==> src/rtl/en_sequencer_pkg.sv <==
// Shared constants for the comparator-array power-up sequencer:
// state encoding and default geometry.
package en_sequencer_pkg;

    localparam logic [2:0] ST_IDLE = 3'd0;
    localparam logic [2:0] ST_BIAS = 3'd1;
    localparam logic [2:0] ST_RAMP = 3'd2;
    localparam logic [2:0] ST_RUN  = 3'd3;
    localparam logic [2:0] ST_SHUT = 3'd4;

    localparam int NCH_DEF      = 8;
    localparam int SETTLE_W_DEF = 8;

endpackage

==> src/rtl/en_sequencer_settle_timer.sv <==
// Settle-interval down-counter. A load of value v yields an expiry v cycles
// later, with v=0 treated as 1; the count parks at 0 until the next load.
module settle_timer
    import en_sequencer_pkg::*;
#(
    parameter int SETTLE_W = SETTLE_W_DEF
) (
    input  logic                wb_clk_i,
    input  logic                wb_rst_i,
    input  logic                load,
    input  logic [SETTLE_W-1:0] value,
    output logic                expired
);

    logic [SETTLE_W-1:0] cnt;

    always_ff @(posedge wb_clk_i) begin
        if (wb_rst_i) begin
            cnt <= '0;
        end else if (load) begin
            // max(value,1)-1: a zero request collapses to a one-cycle interval
            cnt <= (value == '0) ? '0 : value - SETTLE_W'(1);
        end else if (cnt != '0) begin
            cnt <= cnt - SETTLE_W'(1);
        end
    end

    assign expired = (cnt == '0);

endmodule

==> src/rtl/en_sequencer.sv <==
// Power-up enable sequencer: bias first, then comparator channels one at a
// time with a settle interval between steps; orderly reverse shutdown.
module en_sequencer
    import en_sequencer_pkg::*;
#(
    parameter int NCH      = NCH_DEF,
    parameter int SETTLE_W = SETTLE_W_DEF
) (
`ifdef USE_POWER_PINS
    inout  wire                 vccd1,
    inout  wire                 vssd1,
`endif
    input  logic                wb_clk_i,
    input  logic                wb_rst_i,
    input  logic                en_i,
    input  logic [SETTLE_W-1:0] settle_i,
    output logic                bias_en_o,
    output logic [NCH-1:0]      ch_en_o,
    output logic                ready_o,
    output logic                busy_o
);

    localparam int IDX_W = $clog2(NCH + 1);

    logic [2:0]       state;
    logic [IDX_W-1:0] ch_idx;
    logic             load;
    logic             expired;
    logic             shutting;

    settle_timer #(
        .SETTLE_W (SETTLE_W)
    ) u_timer (
        .wb_clk_i (wb_clk_i),
        .wb_rst_i (wb_rst_i),
        .load     (load),
        .value    (settle_i),
        .expired  (expired)
    );

    // A low enable outside IDLE preempts any pending step; once in SHUT we
    // finish regardless of enable.
    assign shutting = (state == ST_SHUT) || ((state != ST_IDLE) && !en_i);

    always_comb begin
        load = 1'b0;
        case (state)
            ST_IDLE:          load = en_i;
            ST_BIAS, ST_RAMP: load = en_i && expired;
            default:          load = 1'b0;
        endcase
    end

    always_ff @(posedge wb_clk_i) begin
        if (wb_rst_i) begin
            state     <= ST_IDLE;
            ch_idx    <= '0;
            bias_en_o <= 1'b0;
            ch_en_o   <= '0;
            ready_o   <= 1'b0;
            busy_o    <= 1'b0;
        end else if (shutting) begin
            ready_o <= 1'b0;
            if (ch_idx != '0) begin
                ch_en_o <= ch_en_o >> 1;
                ch_idx  <= ch_idx - IDX_W'(1);
                state   <= ST_SHUT;
                busy_o  <= 1'b1;
            end else begin
                bias_en_o <= 1'b0;
                state     <= ST_IDLE;
                busy_o    <= 1'b0;
            end
        end else begin
            case (state)
                ST_IDLE: begin
                    if (en_i) begin
                        state     <= ST_BIAS;
                        bias_en_o <= 1'b1;
                        busy_o    <= 1'b1;
                    end
                end
                ST_BIAS: begin
                    if (expired) begin
                        state   <= ST_RAMP;
                        ch_en_o <= NCH'(1);
                        ch_idx  <= IDX_W'(1);
                    end
                end
                ST_RAMP: begin
                    if (expired) begin
                        if (ch_idx == IDX_W'(NCH)) begin
                            state   <= ST_RUN;
                            ready_o <= 1'b1;
                            busy_o  <= 1'b0;
                        end else begin
                            ch_en_o <= (ch_en_o << 1) | NCH'(1);
                            ch_idx  <= ch_idx + IDX_W'(1);
                        end
                    end
                end
                ST_RUN: begin
                end
                default: begin
                    state  <= ST_IDLE;
                    busy_o <= 1'b0;
                end
            endcase
        end
    end

endmodule

==> config.mk <==
export PLATFORM = sky130hd
export DESIGN_NAME = en_sequencer
export DESIGN_NICKNAME = d
export VERILOG_FILES = /design/src/rtl/en_sequencer_pkg.sv /design/src/rtl/en_sequencer_settle_timer.sv /design/src/rtl/en_sequencer.sv
export SDC_FILE = /design/constraint.sdc
export NUM_CORES = 1
export LEC_CHECK = 0
export ABC_AREA = 1
export CAP_MARGIN = 40
export CORE_UTILIZATION = 51
export DETAILED_ROUTE_END_ITERATION = 7
export GPL_ROUTABILITY_DRIVEN = 0
export PLACE_DENSITY = 0.71
export RECOVER_POWER = 50
export SLEW_MARGIN = 10
export SYNTH_ARGS = -nofsm -noshare
export SYNTH_HDL_FRONTEND = slang
export SYNTH_HIERARCHICAL = 1
export SYNTH_SLANG_ARGS = --single-unit
==> constraint.sdc <==
create_clock -name wb_clk_i -period 2.1 [get_ports wb_clk_i]
set_clock_uncertainty 0.15 [all_clocks]
set_input_delay 0.42 -clock wb_clk_i [delete_from_list [all_inputs] [get_ports wb_clk_i]]
set_output_delay 0.42 -clock wb_clk_i [all_outputs]
set_load 0.01 [all_outputs]
==> results.toml <==
[cts]
clock-sinks = 26
cts_made_buffers = 3
clock_tree.root_cell = "clkbuf_8"
hold_buffers = 0
path_clk_slew_ps = 90
clk_path_buf_depth = 2
htree_levels = 1
tritoncts = "done"
clock_latency_ps = 270

[drt]
wl_per_cell_um = 11.47
drtAntennaViolNets = 0
drc = 0
dr_total_vias = 1922
first_pass_iters = 4
first_iter_violations = 112
via_per_inst = 5.058
detail_route.wirelength_um = 4357

[sta]
endpoints_failing_hold = 0
final-setup-viol-count = 0
slew_headroom_pct = 73.93
rsz_0062_raised_after_global_routing = "no"
hold_ws_ps = 313.9
worst_case_setup_margin_in_the_final_layout_ps = 155.5
min_period_ps = 1944
post-route-period-util_pct = 92.59
max_clock_freq_ghz = 0.5143
fin_setup_tns_ps = 0
transition_time_of_the_tightest_slew_check_pin_ps = 390.7
maxSlewViolCount = 0

[floorplan]
rows = 22
chipHeight_um = 64.67
floorplan.core_area_mm2 = 0.003716
die-width_um = 64.67
floorplan.initialDensity_pct = 53.91
die_area_mm2 = 0.004182
pin_count = 22

[global_routing]
grt_antenna_before_repair = 0
overflow = 0
grt_pass1_vias = 1784
global_route_wire_length_before_repair_um = 7527
globalRouteTotalUtil_pct = 22.69
grt_max_degree = 23

[synthesis]
post_synthesis_share_of_cell_area_spent_on_full_adders_half_adders_and_majority_gates_pct = 3.123
ys_ff_latch = 26
synth_seq_area_share_pct = 25.98
largest_family_of_logic_cells_by_synthesized_area = "simple AND/OR/NAND/NOR gates"
fraction_of_synthesized_area_in_multiplexers_pct = 0
synth_cell_types = 29
syn-num-nets = 313
synthCells = 297
area_fraction_in_and_or_nand_and_nor_cells_after_synthesis_pct = 44.53
synthXorXnorAreaFrac_pct = 3.498
share_of_the_synthesized_area_in_compound_gates_ao_oa_aoi_oai_pct = 11.87
syn_avg_cell_area_um2 = 6.745
synthesis.area_mm2 = 0.002003
yosys_warnings = 6

[place]
port-buffer-count = 21
dp_slack_ps = 8.275
hpwl_um = 3362
dp.cells = 377
dpl_cell_area_mm2 = 0.002360

[cells_and_area]
area_delta_synth_final_pct = 20.36
layout.cells.non_filler = 380
insertedDiodeCount = 0
share_of_the_core_filled_with_cells_pct = 64.88
final_layout_size_suffix_gt1_share_pct = 24.10
final_design_area_no_fill_mm2 = 0.002411
final_net_count = 350

[power_and_ir_drop]
power_density_mw_per_mm2 = 1472
power.ir.vdd_worst_v = 0.0008303
leakage_nw = 1.114
p_total_mw = 3.548

[worst_setup_path]
setup.worst_path.end_class = "flip-flop"
ff2ff_path_depth = 14
worstPathArrival_ps = 1980
crit_fanout = 22
worst_setup_path_start_kind = "flip-flop"
worst_ep_required_ps = 2130
path_class = "reg -> reg"

[status]
run_status = "completed"

[job]
maxCapViolCount = 0

[worst_hold_path]
whs_path_depth = 2
worst_hold_path_type = "reg -> reg"
[synthesized netlist by cell type (all sizes together)]
library cell,count,area share (%)
a211oi,1,0.37
a21oi,18,7.1
a31oi,1,0.31
buf,6,3.2
clkbuf,2,0.87
dfxtp,26,26
ha,5,3.1
inv,37,6.9
nand2,70,14
nand3,39,12
nand3b,1,0.37
nand4,10,3.1
nor2,56,14
nor3,3,0.75
o21ai,11,3.3
o21bai,2,0.75
or2,1,0.31
xnor2,4,1.7
xor2,4,1.7
[path summary, 6_finish.rpt]
check                         startpoint                     end  slack, ps
max          u_timer/cnt[1]$_SDFFE_PP0P_  ch_idx[1]$_SDFFE_PP0P_        160
min               bias_en_o$_SDFFE_PP0P_  bias_en_o$_SDFFE_PP0P_        310
max reg2reg  u_timer/cnt[1]$_SDFFE_PP0P_  ch_idx[1]$_SDFFE_PP0P_        160
min reg2reg       bias_en_o$_SDFFE_PP0P_  bias_en_o$_SDFFE_PP0P_        310
[sequential cells by signal (all words and copies together) (netlist names)]
| register | cells |
|---|---|
| bias_en_o | 1 |
| busy_o | 1 |
| ch_en_o | 8 |
| ch_idx | 4 |
| ready_o | 1 |
| state | 3 |
| u_timer/cnt | 8 |
[critical path, cell delays in order (launching register included)]
cell and delay (ps):
dfxtp_1 310, inv_1 90, ha_2 210, nand3_2 110, nor2_4 110, nand2_2 90, inv_2 90, inv_1 70
nand2_1 80, nor2_2 60, nor2_4 100, buf_12 190, nand3_2 80, nand2_1 80, nor2_2 30
[cells by family after synthesis]
kind of cell | after synthesis
simple gates | 180
buf+inv | 45
compound gates | 33
flops | 26
xor+xnor | 8
fa+ha+maj | 5
[layout by cell type (no fill, tap or decap), types with 2 or more instances in the layout]
cell type / count
clkbuf_8: 3
nand3_2: 11
a21oi_2: 11
nand4_1: 10
nor3_1: 3
a21oi_1: 6
xor2_1: 4
dlygate4sd3_1: 11
inv_1: 33
buf_4: 16
clkdlybuf4s50_1: 10
ha_1: 4
nand2_2: 5
nand2_1: 65
nand3_1: 28
dfxtp_1: 26
o21bai_1: 2
xnor2_1: 4
o21ai_0: 8
o21ai_2: 3
inv_2: 4
buf_12: 2
nor2_4: 4
nor2_2: 17
nor2_1: 35
[cell type report]
class | count | area [um^2]
clock buffer | 3 | 41.29
fill | 361 | 1305
inverter | 37 | 138.9
multi-input combinational | 226 | 1272
sequential | 26 | 520.5
tap | 48 | 60.06
timing repair buffer | 40 | 377.9
[what timing repair did]
action | in CTS | in global routing
setup buffers | 0 | 0
resized for setup | 0 | 7
endpoints found under the setup margin | 0 | 19
[report_power, final]
group          internal, mW  switching (mW)
clock                 0.129           0.169
combinational          1.04            1.39
sequential            0.654           0.162
[per-layer routing]
layer  GRT usage (%)  up-vias  wire length [um]
met5               0        -                 0
met4           9.444        0                54
met3           2.641        6               117
met2           39.08       31              2094
met1           28.40      859              2091
li1                -     1026                 -
(Power assumes the default switching activity.)
